File: src/rtl/i_set_shaper.sv
// Discharge-pulse current reference: rectangle, trapezoid/triangle and resistor modes.
// Optional peak clamp to I_MAX is built when I_SET_SHAPER_CLAMP_EN is defined.
module i_set_shaper #(
  parameter int unsigned     DW    = 16,
  parameter int unsigned     TW    = 32,
  parameter logic [DW-1:0]   I_MAX = {DW{1'b1}}
) (
  input  logic          clk,
  input  logic          rst,
  input  logic          start,
  input  logic          abort,
  input  logic [1:0]    mode,
  input  logic [DW-1:0] ip,
  input  logic [TW-1:0] t_rise,
  input  logic [TW-1:0] t_hold,
  input  logic [TW-1:0] t_fall,
  output logic [DW-1:0] i_set,
  output logic          pulse_active,
  output logic          busy,
  output logic          done,
  output logic          clamped
);

  localparam int unsigned PW = (TW > DW) ? TW : DW;
  localparam int unsigned RW = PW + 1;

  typedef enum logic [2:0] {
    StIdle, StPrepR, StPrepF, StRise, StHold, StFall, StDone
  } state_e;

  state_e        state_q, state_d;
  logic [1:0]    mode_q, mode_d;
  logic [DW-1:0] pk_q, pk_d;
  logic [TW-1:0] tr_q, tr_d, th_q, th_d, tf_q, tf_d;
  logic [TW-1:0] cnt_q, cnt_d;
  logic [TW-1:0] acc_q, acc_d;
  logic [DW-1:0] i_set_q, i_set_d;
  logic [PW-1:0] prem_q, prem_d;
  logic [DW-1:0] quo_q, quo_d;
  logic [DW-1:0] q_r_q, q_r_d, q_f_q, q_f_d;
  logic [TW-1:0] rem_r_q, rem_r_d, rem_f_q, rem_f_d;

  logic          idle, accept;
  logic [DW-1:0] pk_in, pk_sel;
  logic [1:0]    mode_sel;
  logic          tr_nz, th_nz, tf_nz;

  assign idle     = (state_q == StIdle);
  assign accept   = idle && start && !abort && (mode != 2'b11);
  assign mode_sel = idle ? mode : mode_q;
  assign pk_sel   = idle ? pk_in : pk_q;
  // Segment sequencing looks at live inputs while idle, latched values afterwards.
  assign tr_nz    = idle ? |t_rise : |tr_q;
  assign th_nz    = idle ? |t_hold : |th_q;
  assign tf_nz    = idle ? |t_fall : |tf_q;

`ifdef I_SET_SHAPER_CLAMP_EN
  logic over;
  logic clamped_q;
  assign over  = (ip > I_MAX);
  assign pk_in = over ? I_MAX : ip;

  always_ff @(posedge clk or posedge rst) begin
    if (rst) begin
      clamped_q <= 1'b0;
    end else if (accept) begin
      clamped_q <= over;
    end else if (state_d == StIdle) begin
      clamped_q <= 1'b0;
    end
  end
  assign clamped = clamped_q;
`else
  logic unused_i_max;
  assign unused_i_max = ^I_MAX;
  assign pk_in        = ip;
  assign clamped      = 1'b0;
`endif

  // One restoring-division step per PREP cycle; dividend shifts out of quo_q MSB-first.
  logic [TW-1:0] div_den;
  logic [RW-1:0] shifted;
  logic          div_ge, div_last;
  logic [PW-1:0] prem_nx;
  logic [DW-1:0] quo_nx;

  assign div_den  = (state_q == StPrepF) ? tf_q : tr_q;
  assign shifted  = {prem_q, quo_q[DW-1]};
  assign div_ge   = (shifted >= RW'(div_den));
  assign prem_nx  = PW'(div_ge ? shifted - RW'(div_den) : shifted);
  assign quo_nx   = {quo_q[DW-2:0], div_ge};
  assign div_last = (cnt_q == TW'(DW - 1));

  // Ramp step: acc carries the fractional part of ip*k/t so no divider runs per cycle.
  logic [TW-1:0] ramp_den, ramp_rem;
  logic [DW-1:0] ramp_step;
  logic [TW:0]   ramp_sum;
  logic          ramp_cy;

  assign ramp_den  = (state_q == StFall) ? tf_q : tr_q;
  assign ramp_rem  = (state_q == StFall) ? rem_f_q : rem_r_q;
  assign ramp_step = (state_q == StFall) ? q_f_q : q_r_q;
  assign ramp_sum  = {1'b0, acc_q} + {1'b0, ramp_rem};
  assign ramp_cy   = (ramp_sum >= {1'b0, ramp_den});

  // Quotients may be finishing this very cycle, so take them straight from the divider.
  logic [DW-1:0] q_r_sel, q_f_sel;
  logic [TW-1:0] rem_r_sel, rem_f_sel;

  assign q_r_sel   = (state_q == StPrepR) ? quo_nx : q_r_q;
  assign rem_r_sel = (state_q == StPrepR) ? TW'(prem_nx) : rem_r_q;
  assign q_f_sel   = (state_q == StPrepF) ? quo_nx : q_f_q;
  assign rem_f_sel = (state_q == StPrepF) ? TW'(prem_nx) : rem_f_q;

  always_comb begin
    state_d = state_q;
    mode_d  = mode_q;
    pk_d    = pk_q;
    tr_d    = tr_q;
    th_d    = th_q;
    tf_d    = tf_q;
    cnt_d   = cnt_q;
    acc_d   = acc_q;
    i_set_d = i_set_q;
    prem_d  = prem_q;
    quo_d   = quo_q;
    q_r_d   = q_r_q;
    q_f_d   = q_f_q;
    rem_r_d = rem_r_q;
    rem_f_d = rem_f_q;

    unique case (state_q)
      StIdle: begin
        if (accept) begin
          mode_d = mode;
          pk_d   = pk_in;
          tr_d   = t_rise;
          th_d   = t_hold;
          tf_d   = t_fall;
          if (mode == 2'b01) begin
            state_d = tr_nz ? StPrepR : tf_nz ? StPrepF : th_nz ? StHold : StDone;
          end else begin
            state_d = th_nz ? StHold : StDone;
          end
        end
      end
      StPrepR, StPrepF: begin
        prem_d = prem_nx;
        quo_d  = quo_nx;
        cnt_d  = cnt_q + TW'(1);
        if (div_last) begin
          if (state_q == StPrepR) begin
            q_r_d   = quo_nx;
            rem_r_d = TW'(prem_nx);
            state_d = tf_nz ? StPrepF : StRise;
          end else begin
            q_f_d   = quo_nx;
            rem_f_d = TW'(prem_nx);
            state_d = tr_nz ? StRise : th_nz ? StHold : StFall;
          end
        end
      end
      StRise, StFall: begin
        acc_d = TW'(ramp_cy ? ramp_sum - {1'b0, ramp_den} : ramp_sum);
        cnt_d = cnt_q + TW'(1);
        if (state_q == StRise) begin
          i_set_d = i_set_q + ramp_step + DW'(ramp_cy);
          if (cnt_q == tr_q) state_d = th_nz ? StHold : tf_nz ? StFall : StDone;
        end else begin
          i_set_d = i_set_q - ramp_step - DW'(ramp_cy);
          if (cnt_q == tf_q) state_d = StDone;
        end
      end
      StHold: begin
        cnt_d = cnt_q + TW'(1);
        if (cnt_q == th_q) state_d = (mode_q == 2'b01 && tf_nz) ? StFall : StDone;
      end
      StDone:  state_d = StIdle;
      default: state_d = StIdle;
    endcase

    if (abort && !idle) state_d = StIdle;

    // Entry actions: load the first value of the segment being entered.
    if (state_d != state_q) begin
      case (state_d)
        StPrepR, StPrepF: begin
          prem_d = '0;
          quo_d  = pk_sel;
          cnt_d  = '0;
        end
        StRise: begin
          cnt_d   = TW'(1);
          acc_d   = rem_r_sel;
          i_set_d = q_r_sel;
        end
        StHold: begin
          cnt_d   = TW'(1);
          i_set_d = (mode_sel == 2'b10) ? '0 : pk_sel;
        end
        StFall: begin
          cnt_d   = TW'(1);
          acc_d   = rem_f_sel;
          i_set_d = pk_q - q_f_sel;
        end
        default: i_set_d = '0;
      endcase
    end
  end

  always_ff @(posedge clk or posedge rst) begin
    if (rst) begin
      state_q <= StIdle;
      mode_q  <= '0;
      pk_q    <= '0;
      tr_q    <= '0;
      th_q    <= '0;
      tf_q    <= '0;
      cnt_q   <= '0;
      acc_q   <= '0;
      i_set_q <= '0;
      prem_q  <= '0;
      quo_q   <= '0;
      q_r_q   <= '0;
      q_f_q   <= '0;
      rem_r_q <= '0;
      rem_f_q <= '0;
    end else begin
      state_q <= state_d;
      mode_q  <= mode_d;
      pk_q    <= pk_d;
      tr_q    <= tr_d;
      th_q    <= th_d;
      tf_q    <= tf_d;
      cnt_q   <= cnt_d;
      acc_q   <= acc_d;
      i_set_q <= i_set_d;
      prem_q  <= prem_d;
      quo_q   <= quo_d;
      q_r_q   <= q_r_d;
      q_f_q   <= q_f_d;
      rem_r_q <= rem_r_d;
      rem_f_q <= rem_f_d;
    end
  end

  assign i_set        = i_set_q;
  assign busy         = (state_q != StIdle);
  assign done         = (state_q == StDone);
  assign pulse_active = (state_q == StRise) || (state_q == StHold) || (state_q == StFall);

endmodule

File: config.mk
export PLATFORM = sky130hd
export DESIGN_NAME = i_set_shaper
export DESIGN_NICKNAME = d
export VERILOG_FILES = /design/src/rtl/i_set_shaper.sv
export SDC_FILE = /design/constraint.sdc
export NUM_CORES = 1
export LEC_CHECK = 0
export ABC_CLOCK_PERIOD_IN_PS = 13500
export BUFFER_PORTS_ARGS = -buffer_cell sky130_fd_sc_hd__buf_2
export CAP_MARGIN = 10
export CORE_ASPECT_RATIO = 0.5
export CORE_MARGIN = 8
export CORE_UTILIZATION = 53
export CTS_BUF_LIST = sky130_fd_sc_hd__clkbuf_8
export CTS_CLUSTER_DIAMETER = 40
export CTS_CLUSTER_SIZE = 28
export DETAILED_ROUTE_END_ITERATION = 6
export GPL_TIMING_DRIVEN = 1
export HOLD_SLACK_MARGIN = 0.08
export PLACE_DENSITY_LB_ADDON = 0.05
export SYNTH_ARGS = -nofsm -noshare
export SYNTH_HDL_FRONTEND = slang
export SYNTH_SLANG_ARGS = --single-unit
export TNS_END_PERCENT = 100
File: constraint.sdc
create_clock -name clk -period 13.5 [get_ports clk]
set_input_delay 3.375 -clock clk [delete_from_list [all_inputs] [get_ports clk]]
set_output_delay 3.375 -clock clk [all_outputs]
set_load 0.01 [all_outputs]
* Word-level counts from Yosys, hierarchy flattened
Cells that the tools add are included.
** Word-level totals
- Register bits after elaboration :: 341
- Bits in latches :: 0
- Memory bits (writable) :: 0
- ROM bits :: 0
- Input bits :: 118
- Word-level logic and storage cells :: 123
- Memories :: 0
** Cells by class
- $add $sub $neg :: 9
- $mul :: 0
- Divide/modulo/power cells :: 0
- Order comparisons :: 2
- Eq/ne operators :: 20
- Shifts and indexed selects :: 0
- Muxes and demuxes :: 51
- Bitwise logic cells :: 1
- Reduce and logical (&&, ||, !) cells :: 25
** Operators with widths (count)
- 32-bit two-way mux :: 14
- 32-bit OR reduction :: 6
- 16-bit two-way mux :: 11
- 32-bit one-hot mux with 2 select lines :: 2
- 32-bit equality test :: 3
- 33-bit by 32-bit greater-or-equal comparator with 1-bit output :: 2
- 16-bit one-hot mux with 4 select lines :: 1
- 32-bit subtractor :: 2
- 3-bit two-way mux :: 12
- 32-bit by 32-bit adder with 33-bit output :: 1
- 32-bit by 1-bit adder with 32-bit output (second input constant) :: 1
- 32-bit by 4-bit equality test with 1-bit output (second input constant) :: 1
- 16-bit subtractor :: 2
- 16-bit by 1-bit adder with 16-bit output :: 1
- 16-bit adder :: 1
- 16-bit by 1-bit subtractor with 16-bit output :: 1
- 3-bit equality test (second input constant) :: 5
- 3-bit by 2-bit equality test with 1-bit output (second input constant) :: 4
- 3-bit one-hot mux with 4 select lines :: 1
- 2-bit two-way mux :: 5
- 3-bit by 1-bit equality test with 1-bit output (second input constant) :: 2
- 2-bit OR reduction :: 3
- 1-bit logical AND :: 5
- 1-bit two-way mux :: 5
- other kinds (13) :: 17

* Depth between registers and ports, before layout
Gate-level depths: netlist (run 1).
- Depth after elaboration :: 13
- Gate-level depth with buffers :: 46
- Gate-level depth less buffers :: 39

* Least setup slack after synthesis (run 1)
OpenSTA, ideal clock, no wires.
- Kind :: reg2reg
- Start point :: register state_q[2]
- End point :: register i_set_q[15], in the netlist i_set[15]
- Setup time :: 0.128 ns
- Arrival :: 8.617 ns
- Data required time :: 13.372 ns
- Path slack :: 4.755 ns
- Cell stages (with the launch flop) :: 44
- Period minus slack after synthesis :: 8.745 ns
- Path through :: dfrtp_1 buf_2 nand2b_1 or2_2 clkbuf_1 clkbuf_1 clkbuf_1 clkbuf_1 nand2_1 nand2_1 ha_1 inv_1 fa_1 nand2b_1 a21oi_1 o221ai_1 o21a_1 a211oi_1 [8 not listed] o31ai_1 or2_1 clkbuf_1 inv_2 clkbuf_1 fa_1 ha_1 o21ai_0 a211oi_1 a41o_1 o41a_1 a41o_1 nor4_1 nor3_1 xnor2_1 o22ai_1 xnor2_1 o22ai_1
** On the way
- Cells in the longest elaborated chain, start to end :: 13
- Elaborated cells on any way between the ends :: 65
- Classes of those cells :: add/sub (6); order compare (2); eq/ne (12); mux (35); reduce/logical (10)
** Ends and longest elaborated chain
- start: declaration :: RTL line 31 : state_e state_q, state_d;
- start signal: assignment :: RTL line 213 : state_q <= StIdle;
- start signal: assignment :: RTL line 229 : state_q <= state_d;
- branches (longest 12 deep; another with 32-bit by 32-bit adder with 33-bit output)
- 16-bit two-way mux * :: RTL line 185 : if (state_d != state_q) begin
- named net i_set_d[15] :: RTL line 37 : logic [DW-1:0] i_set_q, i_set_d;
- end signal: assignment :: RTL line 237 : i_set_q <= i_set_d;
- end: declaration :: RTL line 37
Mark *: on every way through the listed nets, which the timed path passes.
A chain may end at the register's enable or synchronous reset.

* Worst setup path in the final report (run 1)
- Start point :: register state_q[1]
- End point :: register i_set_q[14], in the netlist i_set[14]
The elaborated chain is that of the path after synthesis.

==> reports/metrics.cfg, run 1 <==
[grt]
antenna_found_initial = 3
grt_max_degree = 113
grt-ovfl-total = 0
track_usage_pct = 32.1
grt_pass1_vias = 23600
grt_first_pass_wirelength_mm = 143

[power_and_ir_drop]
ir_worst_vdd_mv = 0.117
power_density_mw_per_mm2 = 240
p_leak_uw = 0.0135

[detailed_routing]
drc = 0
wl_mm = 94.2
via_per_inst = 6.16
avgRoutedWirePerCell_um = 23.7
drtPass1Iterations = 6
antenna_left = 0
num_vias = 24400
drtIter0Drc = 2257

[yosys]
syn_area_mm2 = 0.0262
ys_types = 94
netlist_instances = 3240
synth_edf_count = 0
postSynthAreaPerCell_um2 = 8.09
yosys_warnings = 0
synth_flop_cell = dfrtp_1
ys_seq_elements = 341
synth_nets = 3520
async_reset_ff_share_pct = 100
yosysSeqAreaShare_pct = 32.6

[layout]
final_layout_size_suffix_gt1_share_pct = 10.4
fin_nets = 3565
area_delta_synth_final_pct = 8.20
final_area_mm2 = 0.0283

[placed_design]
hpwlAfterDp_mm = 70.3
io_buffer_count = 136
place_area_mm2 = 0.0273
place.gp.congestion = 1.01

[floorplanning]
dieHeight_um = 173
row_count = 57
die_area_mm2 = 0.0572
start_util_pct = 53.9
die_x_um = 330
ios = 138
core_area_mm2 = 0.0486

[clock_network]
cts.sinks = 341
clk_latency_ns = 0.67
post_cts.repair.setup_buffers = 0
cts_resized = 0
cts_hold_buf = 0
cts_max_level = 2
cts_made_buffers = 40
cts.path.max_buffers = 3
cts_tree = built
path_clk_slew_ns = 0.12
cts-root-buf = clkbuf_8

[critical_path]
setup.worst_path.end_class = flip-flop
regToRegSetupSlack_ns = 3.32
arrival_ns = 10.64
r2r-start = state_q[1]
crit_start = state_q[1]
cp.required_ns = 13.96
cpMostUsedCell = o21ai_0
slowest_stage = dfrtp_1
cpPeakStageDelay_ns = 0.74
crit_path_max_fanout = 41
path_class = reg -> reg
start_kind = flip-flop

[timing]
fmax_ghz = 0.0983
rsz0062_at_grt = false
hold_viol = 0
maxSlewViolCount = 0
setup_tns_ns = 0
worst_pin_slew_ns = 1.25
whs_ns = 0.518
setup_viol = 0
worst_clock_skew_ns = 0.0768
relSlewSlack_pct = 15.5
finalCriticalPeriod_ns = 10.18
period_share_pct = 75.4

[status]
status = complete, no violations

[worst_hold_path]
holdCritStartpoint = pk_q[2]
hold_path.class = reg -> reg

[flow_run]
cap_viol_max_count = 0

-- synth_stat cells, types with 41 or more instances --
library cell / count / area (um2)
ha_1: 154 / 1930
o21ai_0: 113 / 566
nand3_1: 51 / 255
inv_1: 89 / 334
nor4_1: 77 / 482
nand4_1: 47 / 294
xor2_1: 89 / 780
dfrtp_1: 341 / 8530
xnor2_1: 155 / 1360
a211oi_1: 65 / 488
nand2_1: 713 / 2680
nor3_1: 49 / 245
mux2i_1: 129 / 1290
a21oi_1: 199 / 996
clkbuf_1: 133 / 499
mux2_2: 41 / 462
nor2_1: 291 / 1090
-- cell type report --
type	count	area, um2
Inverter	93	357
Fill cell	4565	20300
Clock inverter	30	407
Antenna cell	3	7.51
Sequential cell	341	8530
Tap cell	649	812
Timing Repair Buffer	175	973
Multi-Input combinational cell	2634	16700
Clock buffer	43	592
-- layout by cell type (no fill, tap or decap), types with 11 or more instances in the layout --
cell type,instances
o22ai_1,29
o21ai_0,113
dfrtp_1,341
a21o_1,39
a211oi_1,65
mux2_2,41
o31ai_1,13
clkbuf_8,43
nor2b_1,17
nand2_1,710
buf_2,136
mux2i_1,129
a22oi_1,16
o221ai_1,13
o21a_1,23
nand3_1,51
nor2_1,289
xnor2_1,155
nand2b_1,26
and2_1,11
o211ai_1,35
nor3_1,46
o21bai_1,22
nor4_1,77
a21oi_1,199
and3_1,21
xor2_1,89
ha_1,154
nand4_1,47
buf_4,39
inv_1,89
-- stage by stage --
| step | std cells | power, uW | worst slack [ns] | utilization, % |
|---|---|---|---|---|
| 6_report | 3968 | 6810 | 3.32 | 58.3 |
| 5_1_grt | 3965 | 7290 | 2.65 | 58.3 |
| 4_1_cts | 3965 | 6730 | 3.50 | 58.3 |
| 3_5_place_dp | 3892 | 5810 | 3.66 | 56.2 |
| 3_3_place_gp | 3892 | 5800 | 3.83 | 56.2 |
| 2_1_floorplan | 3240 | 4530 | 0.673 | - |
-- logic make-up after synthesis --
kind of cell / Yosys count / synth area share (%)
multiplexers: 170 / 6.69
adder cells (fa/ha/maj): 162 / 7.97
AND/OR/NAND/NOR: 1363 / 22.9
AO/OA/AOI/OAI: 694 / 17.5
flip-flops: 341 / 32.6
other: 1 / 0.0143
XOR/XNOR: 244 / 8.16
buffers and inverters: 265 / 4.11
-- routing by layer --
metal | vias up | routed length [um] | global-route usage [%]
li1 | 11500 | - | -
met1 | 11800 | 41500 | 44.8
met2 | 952 | 41400 | 49.5
met3 | 148 | 8550 | 7.61
met4 | 4 | 2680 | 8.90
met5 | - | 26 | 0
-- where the power goes --
group          switching, uW  internal, uW  total, uW
registers                426          1290       1720
logic                   2630          1560       4200
clock network            527           371        898
total                   3590          3230       6810
-- registers in the layout, summed over array words and instances (netlist names), 3 cells and up --
name / cells
state_q: 3
pk_q: 16
quo_q: 16
i_set: 16
cnt_q: 32
q_f_q: 16
rem_r_q: 32
th_q: 32
tr_q: 32
tf_q: 32
rem_f_q: 32
q_r_q: 16
acc_q: 32
prem_q: 32
-- worst max-delay path, delay by kind of cell (launching register included) --
kind	cells	cell delay [ns]
simple gates	8	1.84
compound gates	19	4.89
buf+inv	1	0.53
flops	1	0.74
fa+ha+maj	4	1.53
xor+xnor	2	0.35
-- path summary, 6_finish.rpt --
path                                  end  cells past startpoint
worst max-delay path            i_set[14]                     34
worst max register to register  i_set[14]                     34
worst min-delay path              pk_q[2]                      2
max in group asynchronous       q_f_q[13]                      4
min in group asynchronous         tr_q[0]                      2
worst min register to register    pk_q[2]                      2
No activity file was read; power rests on OpenSTA's default activity.
==> inputs of run 2 (changes only) <==
Settings changed: ABC_CLOCK_PERIOD_IN_PS 13500 to 8800.
Clock period 13.5 ns to 8.8 ns, I/O delays scaled along.
==> reports/metrics.cfg, run 2 (synthesis results as in run 1) <==
[status]
status = complete, no violations

[layout]
layout.cells.most_common = nand2_1
multiInputGateArea_mm2 = 0.0168  ; +0.55%
final_layout_size_suffix_gt1_share_pct = 11.2  ; +0.77 points
antennaDiodeCount = 0  ; -3
instances_no_fill = 3978  ; +0.25%
fin_nets = 3577  ; +0.34%
area_delta_synth_final_pct = 8.71
final_cell_mix = nand2_1, dfrtp_1, nor2_1
regArea_mm2 = 0.00853  ; unchanged
fillers = 4634  ; +1.5%

[timing]
period_share_pct = 94.0  ; +19 points
worst_pin_slew_ns = 1.17  ; -0.0791 ns
whs_ns = 0.521  ; +0.00342 ns
setup_viol = 0  ; unchanged
finalCriticalPeriod_ns = 8.27  ; -1.90 ns
fmax_ghz = 0.121  ; +23%
maxSlewViolCount = 0  ; unchanged
rsz0062_at_grt = false
relSlewSlack_pct = 21.4  ; +5.9 points
worst_clock_skew_ns = 0.0359  ; -0.0409 ns
hold_viol = 0  ; unchanged
setup_tns_ns = 0  ; unchanged

[clock_network]
cts-root-buf = clkbuf_8
path_clk_slew_ns = 0.09  ; -0.03 ns
post_cts.repair.setup_buffers = 0  ; unchanged
clk_latency_ns = 0.65  ; -0.02 ns
cts_tree = built
cts.path.max_buffers = 3  ; unchanged
cts_made_buffers = 43  ; +7.5%
cts_max_level = 2  ; unchanged
cts.sinks = 341  ; unchanged

[detailed_routing]
drtIter0Drc = 2126  ; -5.8%
wl_mm = 93.4  ; -0.82%
drtPass1Iterations = 6  ; unchanged
drc = 0  ; unchanged
antenna_left = 0  ; unchanged
num_vias = 24400  ; -0.31%
avgRoutedWirePerCell_um = 23.5  ; -1.1%
via_per_inst = 6.12  ; -0.56%

[worst_hold_path]
holdCritStartpoint = pk_q[2]
min_path_cells = 2  ; unchanged
hold_path.class = reg -> reg

[critical_path]
crit_buf_inv = 1  ; unchanged
arrival_ns = 8.75  ; -1.89 ns
crit_path_max_fanout = 26  ; -37%
start_kind = flip-flop
slowest_stage = fa_1
r2r-start = state_q[1]
cpMostUsedCell = a21o_1
crit_start = state_q[1]
setup.worst_path.end_class = flip-flop
cpPeakStageDelay_ns = 0.47  ; -0.27 ns
worst-path-stages = 34  ; unchanged
cp_top_family = compound AO/OA/AOI/OAI gates
ff2ff_path_depth = 34  ; unchanged
regToRegSetupSlack_ns = 0.53  ; -2.80 ns
path_class = reg -> reg
cp.required_ns = 9.28  ; -4.68 ns

[floorplanning]
die_area_mm2 = 0.0572  ; unchanged
die_x_um = 330  ; unchanged
ios = 138  ; unchanged
start_util_pct = 53.9  ; unchanged
row_count = 57  ; unchanged
core_area_mm2 = 0.0486  ; unchanged
dieHeight_um = 173  ; unchanged

[grt]
grt_max_degree = 134  ; +19%
antenna_found_initial = 2  ; -1
track_usage_pct = 31.9  ; -0.19 points
grt_first_pass_wirelength_mm = 142  ; -0.72%
grt-ovfl-total = 0  ; unchanged
grt_pass1_vias = 23500  ; -0.25%

[power_and_ir_drop]
p_leak_uw = 0.0135  ; +0.30%
power_density_mw_per_mm2 = 369  ; +53%
ir_worst_vdd_mv = 0.205  ; +75%

[placed_design]
io_buffer_count = 136  ; unchanged
hpwlAfterDp_mm = 69.7  ; -0.73%
place.gp.congestion = 0.996  ; -0.93%
place_inst = 3901  ; +0.23%

[flow_run]
cap_viol_max_count = 0  ; unchanged

==> run 2: cell count changes in the layout (fill, tap and decap cells not counted), sizes merged <==
cell | before | now
clkinvlp | 0 | 4
diode | 3 | 0
clkinv | 12 | 11
clkbuf | 43 | 48
buf | 175 | 184
inv | 110 | 106
==> run 2: metal layers <==
layer	share of wire, %	global-route usage, %
met5	0.014	0
met4	2.8	9.64
met3	9.5	8.64
met2	43	47.6
met1	45	44.9
==> run 2: final timing paths <==
kind / to
hold / removal: pk_q[2]
min in group asynchronous: tf_q[3]
setup / recovery: i_set[12]
max in group asynchronous: pk_q[7]
setup reg to reg: i_set[12]
hold reg to reg: pk_q[2]
==> run 2: layout make-up <==
cell class                      instances  area share, %
Multi-Input combinational cell       2634           58.8
Sequential cell                       341           30.0
Timing Repair Buffer                  184           3.71
Tap cell                              649           2.85
Clock buffer                           48           2.32
Inverter                               93           1.24
Clock inverter                         29           1.09
==> run 2: timing repair <==
| item | CTS | global route |
|---|---|---|
| endpoints found under the setup margin | 1 | 5 |
| pin swaps | 0 | 1 |
| hold endpoints to repair | 0 | 0 |
| hold buffers | 0 | 0 |
| gates resized for setup | 2 | 23 |
==> run 2: stage by stage <==
stage          cell area, um2  power, uW  util (%)  setup WS [ns]
2_1_floorplan           26200       6950         -         0.0554
3_3_place_gp            27400       8920      56.4          0.279
3_5_place_dp            27400       8970      56.4         0.0536
4_1_cts                 28400      10300      58.4          0.155
5_1_grt                 28500      11200      58.6         0.0589
6_report                28500      10500      58.6          0.528
==> run 2: power by group <==
group	switching [uW]	total, uW	internal [uW]
clock	767	1350	583
sequential	632	2620	1990
combinational	4110	6540	2430
total	5510	10500	5000
==> run 2: worst reg2reg max path: cells and delay by family, from the launching register on <==
kind                       cells  cell delay [ns]
AOI/OAI and AO/OA             19             3.96
xor gates and xnor gates       1             0.15
muxes                          1             0.30
DFF                            1             0.38
adders and majority gates      4             1.60
buffers and inverters          1             0.27
and+or+nand+nor                8             1.46
